**src/rtl/pipe_pkg.sv**
```systemverilog
// Shared pipeline definitions: PC widths, reset vector, and
// the state encoding of the PC-generation stage.
package pipe_pkg;

  localparam int DEF_PC_WIDTH   = 32;
  localparam int DEF_JTGT_WIDTH = 26;
  localparam logic [31:0] DEF_RESET_PC = 32'h0;

  typedef enum logic [1:0] {
    BOOT  = 2'd0,
    FETCH = 2'd1,
    WAIT  = 2'd2,
    DRAIN = 2'd3
  } pc_state_e;

endpackage

```
**src/rtl/next_pc_sel.sv**
```systemverilog
// Next-PC priority mux: branch target, jump address, or PC+1.
// Purely combinational; the jump keeps the upper PC bits.
module next_pc_sel
  import pipe_pkg::*;
#(
  parameter int PC_WIDTH   = DEF_PC_WIDTH,
  parameter int JTGT_WIDTH = DEF_JTGT_WIDTH
) (
  input  logic [PC_WIDTH-1:0]   pc_i,
  input  logic                  br_taken_i,
  input  logic [PC_WIDTH-1:0]   br_target_i,
  input  logic                  jmp_i,
  input  logic [JTGT_WIDTH-1:0] jmp_target_i,
  output logic [PC_WIDTH-1:0]   next_pc_o,
  output logic                  redirect_o
);

  always_comb begin
    next_pc_o  = pc_i + PC_WIDTH'(1);
    redirect_o = 1'b0;
    priority case (1'b1)
      br_taken_i: begin
        next_pc_o  = br_target_i;
        redirect_o = 1'b1;
      end
      jmp_i: begin
        next_pc_o  = {pc_i[PC_WIDTH-1:JTGT_WIDTH], jmp_target_i};
        redirect_o = 1'b1;
      end
      default: ;
    endcase
  end

endmodule

```
**src/rtl/pc_gen_unit.sv**
```systemverilog
// PC generation stage: owns the PC, drives a wait-state imem,
// resolves redirects and flushes wrong-path fetches.
module pc_gen_unit
  import pipe_pkg::*;
#(
  parameter int PC_WIDTH   = DEF_PC_WIDTH,
  parameter logic [PC_WIDTH-1:0] RESET_PC = PC_WIDTH'(DEF_RESET_PC),
  parameter int JTGT_WIDTH = DEF_JTGT_WIDTH
) (
  input  logic                  clk,
  input  logic                  reset,
  input  logic                  pc_en_in,
  input  logic                  jmp_in,
  input  logic [JTGT_WIDTH-1:0] jmp_target_in,
  input  logic                  br_taken_in,
  input  logic [PC_WIDTH-1:0]   br_target_in,
  output logic                  imem_req,
  output logic [PC_WIDTH-1:0]   imem_addr,
  input  logic                  imem_ready,
  output logic [PC_WIDTH-1:0]   pc_out,
  output logic [PC_WIDTH-1:0]   npc_out,
  output logic                  valid_out,
  output logic                  flush_out
);

  pc_state_e           state_q, state_d;
  logic [PC_WIDTH-1:0] pc_q, pc_d;
  logic [PC_WIDTH-1:0] ptgt_q, ptgt_d;
  logic                pend_q, pend_d;
  logic                req_q, req_d;
  logic [PC_WIDTH-1:0] sel_pc;
  logic                redirect;
  logic                jmp_ok;
  logic                adv;
  logic                valid;

  // Stalled jumps are dropped; decode presents them again.
  assign jmp_ok = jmp_in & pc_en_in;
  assign adv    = pc_en_in | br_taken_in;

  next_pc_sel #(
    .PC_WIDTH  (PC_WIDTH),
    .JTGT_WIDTH(JTGT_WIDTH)
  ) u_sel (
    .pc_i        (pc_q),
    .br_taken_i  (br_taken_in),
    .br_target_i (br_target_in),
    .jmp_i       (jmp_ok),
    .jmp_target_i(jmp_target_in),
    .next_pc_o   (sel_pc),
    .redirect_o  (redirect)
  );

  always_comb begin
    state_d = state_q;
    pc_d    = pc_q;
    ptgt_d  = ptgt_q;
    pend_d  = pend_q;
    valid   = 1'b0;
    unique case (state_q)
      BOOT: state_d = FETCH;
      FETCH, WAIT: begin
        if (adv) begin
          if (imem_ready) begin
            valid   = 1'b1;
            pc_d    = sel_pc;
            state_d = FETCH;
          end else if (redirect) begin
            // Outstanding fetch cannot be cancelled.
            ptgt_d  = sel_pc;
            pend_d  = 1'b1;
            state_d = DRAIN;
          end else begin
            state_d = WAIT;
          end
        end
      end
      DRAIN: begin
        if (redirect) ptgt_d = sel_pc;
        if (imem_ready && pend_q) begin
          pc_d    = ptgt_d;
          pend_d  = 1'b0;
          state_d = FETCH;
        end
      end
    endcase
    req_d = (state_d != BOOT);
  end

  always_ff @(posedge clk or negedge reset) begin
    if (!reset) begin
      state_q <= BOOT;
      pc_q    <= RESET_PC;
      ptgt_q  <= RESET_PC;
      pend_q  <= 1'b0;
      req_q   <= 1'b0;
    end else begin
      state_q <= state_d;
      pc_q    <= pc_d;
      ptgt_q  <= ptgt_d;
      pend_q  <= pend_d;
      req_q   <= req_d;
    end
  end

  assign imem_req  = req_q;
  assign imem_addr = pc_q;
  assign pc_out    = pc_q;
  assign npc_out   = pc_q + PC_WIDTH'(1);
  assign valid_out = valid;
  assign flush_out = (br_taken_in | jmp_in) & (state_q != BOOT);

endmodule

```
**config.mk**
```make
export PLATFORM = sky130hd
export DESIGN_NAME = pc_gen_unit
export DESIGN_NICKNAME = d
export VERILOG_FILES = /design/src/rtl/pipe_pkg.sv /design/src/rtl/next_pc_sel.sv /design/src/rtl/pc_gen_unit.sv
export SDC_FILE = /design/constraint.sdc
export NUM_CORES = 1
export LEC_CHECK = 0
export BUFFER_PORTS_ARGS = -buffer_cell sky130_fd_sc_hd__buf_2
export CELL_PAD_IN_SITES_DETAIL_PLACEMENT = 1
export CELL_PAD_IN_SITES_GLOBAL_PLACEMENT = 1
export CORE_UTILIZATION = 37
export DETAILED_ROUTE_END_ITERATION = 12
export GPL_TIMING_DRIVEN = 0
export PLACE_DENSITY_LB_ADDON = 0.2
export SLEW_MARGIN = 20
export SYNTH_ARGS = -nofsm -noshare
export SYNTH_HDL_FRONTEND = slang
export SYNTH_SLANG_ARGS = --single-unit
```
**constraint.sdc**
```tcl
create_clock -name clk -period 2.64 [get_ports clk]
set_clock_uncertainty 0.1 [all_clocks]
set_input_delay 0.528 -clock clk [delete_from_list [all_inputs] [get_ports clk]]
set_output_delay 0.528 -clock clk [all_outputs]
set_load 0.02 [all_outputs]
```
==> results.tsv <==
metric	value	unit
worstSkewPairLatency	350	ps
worst-endpoint-required	2010	ps
final_max_tran_viols	0	
timing.critical_path.fanout_max	4	
synth_enable_flop_cells	0	
reg2reg_slack	-90	ps
final_min_period_over_clock_period	110	%
crit_type	reg -> out	
postSynthCellCount	632	
crit_arrival	2280	ps
antenna_violations_before_repair	0	
yosysSeqAreaShare	33.7	%
ys_top_cells_by_area	dfrtp_1 (34%), o21ai_0 (5.8%), buf_4 (5.1%)	
total_power	9890	uW
drt_pass1_iterations	5	
detail_route.wirelength	28.1	mm
fp-row-count	42	
avgSynthCellArea	7.98	um2
clock_tree.htree_level_count	3	
hpwlAfterDp	16.9	mm
failed_checks	setup timing	
timing.reg2reg.worst_path_depth	14	
tritoncts_clock_tree	built	
finish.net_count	945	
diodes	0	
syn_to_final_growth	51.5	%
syn_area	5050	um2
max_slew.worst_pin.slew	1090	ps
cts_made_buffers	9	
grt.overflow.total	0	
rr_startpoint	imem_addr[0]	
clock_period_minus_final_worst_setup_slack	2910	ps
worst_ir_drop_vdd	0.579	mV
critical_path.startpoint_type	flop	
grt_start_max_net_pins	42	
wl_per_cell	26.6	um
outcome	finished, violations left	
cts.path.max_buffers	2	
grt_pass1_wl	38.7	mm
critPathCaptureType	output port	
synth_cell_type_count	67	
power.leakage	0.00357	uW
worst_slew_margin_rel	26.8	%
cap_violations	0	
dpl_cell_area	6110	um2
global_route.usage.total	36.9	%
netlist.area_leader.share	33.7	%
setup-violations-final	24	
routabilityCongestion	0.935	
die_area	14100	um2
route.detailed.drc	0	
clock-sinks	68	
portBuffers	160	
initial_utilization	38.0	%
maxClockFrequency	0.343	GHz
timing.critical_path.mode_cell	buf_4	
die_h	119	um
dominantRegCellSynth	dfrtp_1	
first_iter_violations	825	
cp_slowest_cell	dfrtp_2	
post_drt_via_cell_ratio	6.58	
syn-num-nets	700	
fin_setup_tns	-3940	ps
power_density_cells	1290	nW/um2
cts.root.buffer_cell	clkbuf_16	
yosysTopAreaCell	dfrtp_1	
synthArstFlopShare	100	%
ioPinCount	163	
ys_ff_latch	68	
final_design_area_no_fill	7650	um2
min-delay-path-class	in -> async	
layout-drive-gt1-share	46.5	%
unrepaired_setup_endpoints_after_global_routing	yes	
via_count	6963	
postRouteAntennaNets	0	
grt_pass1_vias	6790	
post-route-worst-setup-slack	-273	ps
chipWidth	119	um
r2r_end	imem_addr[12]	
max_stage_delay	490	ps
floorplan.core_area	13300	um2
cts.reportedPaths.clkPinSlew	60	ps
finalHoldViolations	0	
critical_path.cell_chain	nand2_4 > buf_6 > nor4_4 > buf_4 > nand4_1 > buf_4 > xnor2_2 > buf_4	
ys_warn_count	0	
area by class of cell:
type | instances | area (um2)
plain buffers | 74 | 467
clock buffers | 15 | 278
clock inverters | 1 | 5.00
fillers | 1604 | 5650
inverters | 12 | 47.5
multi-input cells | 471 | 3330
flip-flops and latches | 68 | 1730
well taps | 176 | 220
repair buffers | 241 | 1580
routing by layer:
| layer | GRT usage, % | share of wire, % | vias to the layer above |
|---|---|---|---|
| li1 | - | - | 2824 |
| met1 | 44.4 | 36 | 3387 |
| met2 | 59.7 | 45 | 550 |
| met3 | 9.56 | 11 | 202 |
| met4 | 21.0 | 7.4 | 0 |
| met5 | 0 | 0 | - |
placed cells by master (no fill, tap or decap), types with 5 or more instances in the layout:
| cell type | Yosys | layout |
|---|---|---|
| dfrtp_2 | 0 | 21 |
| nand3_1 | 26 | 20 |
| nor3_1 | 17 | 10 |
| buf_2 | 6 | 140 |
| a21oi_1 | 40 | 40 |
| a22oi_1 | 12 | 12 |
| a221o_1 | 8 | 8 |
| o22ai_1 | 8 | 8 |
| nand2b_1 | 7 | 7 |
| buf_4 | 34 | 114 |
| clkbuf_16 | 0 | 9 |
| nor4_4 | 0 | 6 |
| clkbuf_1 | 40 | 17 |
| mux2i_1 | 5 | 5 |
| nor2_1 | 47 | 42 |
| nor3_4 | 0 | 6 |
| buf_6 | 0 | 22 |
| clkbuf_4 | 0 | 6 |
| o31ai_1 | 7 | 5 |
| xor2_1 | 8 | 5 |
| dfrtp_1 | 68 | 47 |
| nand4_1 | 18 | 18 |
| xnor2_1 | 15 | 7 |
| nand2_1 | 65 | 58 |
| and3_1 | 16 | 16 |
| nand3_4 | 0 | 5 |
| a211oi_1 | 8 | 7 |
| nand2_2 | 0 | 5 |
| o21ai_0 | 58 | 53 |
| clkbuf_2 | 0 | 15 |
| inv_1 | 10 | 10 |
| xnor2_2 | 0 | 7 |
cells by family after synthesis:
logic type      count (synthesis)  share of synthesized area [%]
simple gates                  234                           23.2
compound gates                201                           26.6
buf+inv                        93                           9.60
flops                          68                           33.7
xor+xnor                       23                           3.99
mux                             9                           1.88
fa+ha+maj                       4                          0.992
state kept, by name, summed over array words and instances (netlist names):
signal     flops
imem_req       1
pend_q         1
state_q        2
ptgt_q        32
imem_addr     32
synthesized netlist by cell type, types with 10 or more instances:
| master | count |
|---|---|
| clkbuf_1 | 40 |
| a21oi_1 | 40 |
| xnor2_1 | 15 |
| buf_4 | 34 |
| nor2_1 | 47 |
| o21ai_0 | 58 |
| a22oi_1 | 12 |
| and3_1 | 16 |
| nand4_1 | 18 |
| dfrtp_1 | 68 |
| nor3_1 | 17 |
| nand2_1 | 65 |
| inv_1 | 10 |
| nand3_1 | 26 |
stage by stage:
step | std cells | setup slack, ps | utilization, % | hold WS, ps
CTS | 1033 | -195 | 54.2 | 32.8
detailed placement | 969 | -1240 | 46.0 | 368
floorplan | 632 | 2.26 | - | 132
global placement | 968 | -1230 | 45.7 | 353
finish | 1058 | -273 | 57.5 | 17.1
global route | 1058 | -329 | 57.5 | 43.7
worst max-delay path: cells and delay by family, from the launching register on:
kind          cells  cell delay [ps]
simple gates      3              610
buf+inv           4              710
flops             1              490
xor+xnor          1              120
power breakdown:
group	switching (uW)	internal, uW	total (uW)	leakage (uW)
clock network	503	714	1220	0.000140
logic	3790	2560	6350	0.00264
registers	731	1590	2320	0.000785
repair_timing:
action                     in CTS  in global routing
pin swaps                      22                 27
setup endpoints to repair      87                 76
gates resized for setup       117                 82
hold buffers                    0                  0
buffers inserted               52                 31
how the worst max path moves through the flow:
stage                   from     endpoint  slack (ps)  cells after the start
2_1_floorplan   imem_addr[1]  npc_out[23]           2                      5
3_3_place_gp     br_taken_in    flush_out       -1230                      7
3_5_place_dp     br_taken_in    flush_out       -1240                      7
4_1_cts         imem_addr[5]  npc_out[13]        -190                      8
5_1_grt        imem_addr[14]  npc_out[30]        -330                      8
6_report        imem_addr[0]  npc_out[25]        -270                      8
No activity file was read; power rests on OpenSTA's default activity.
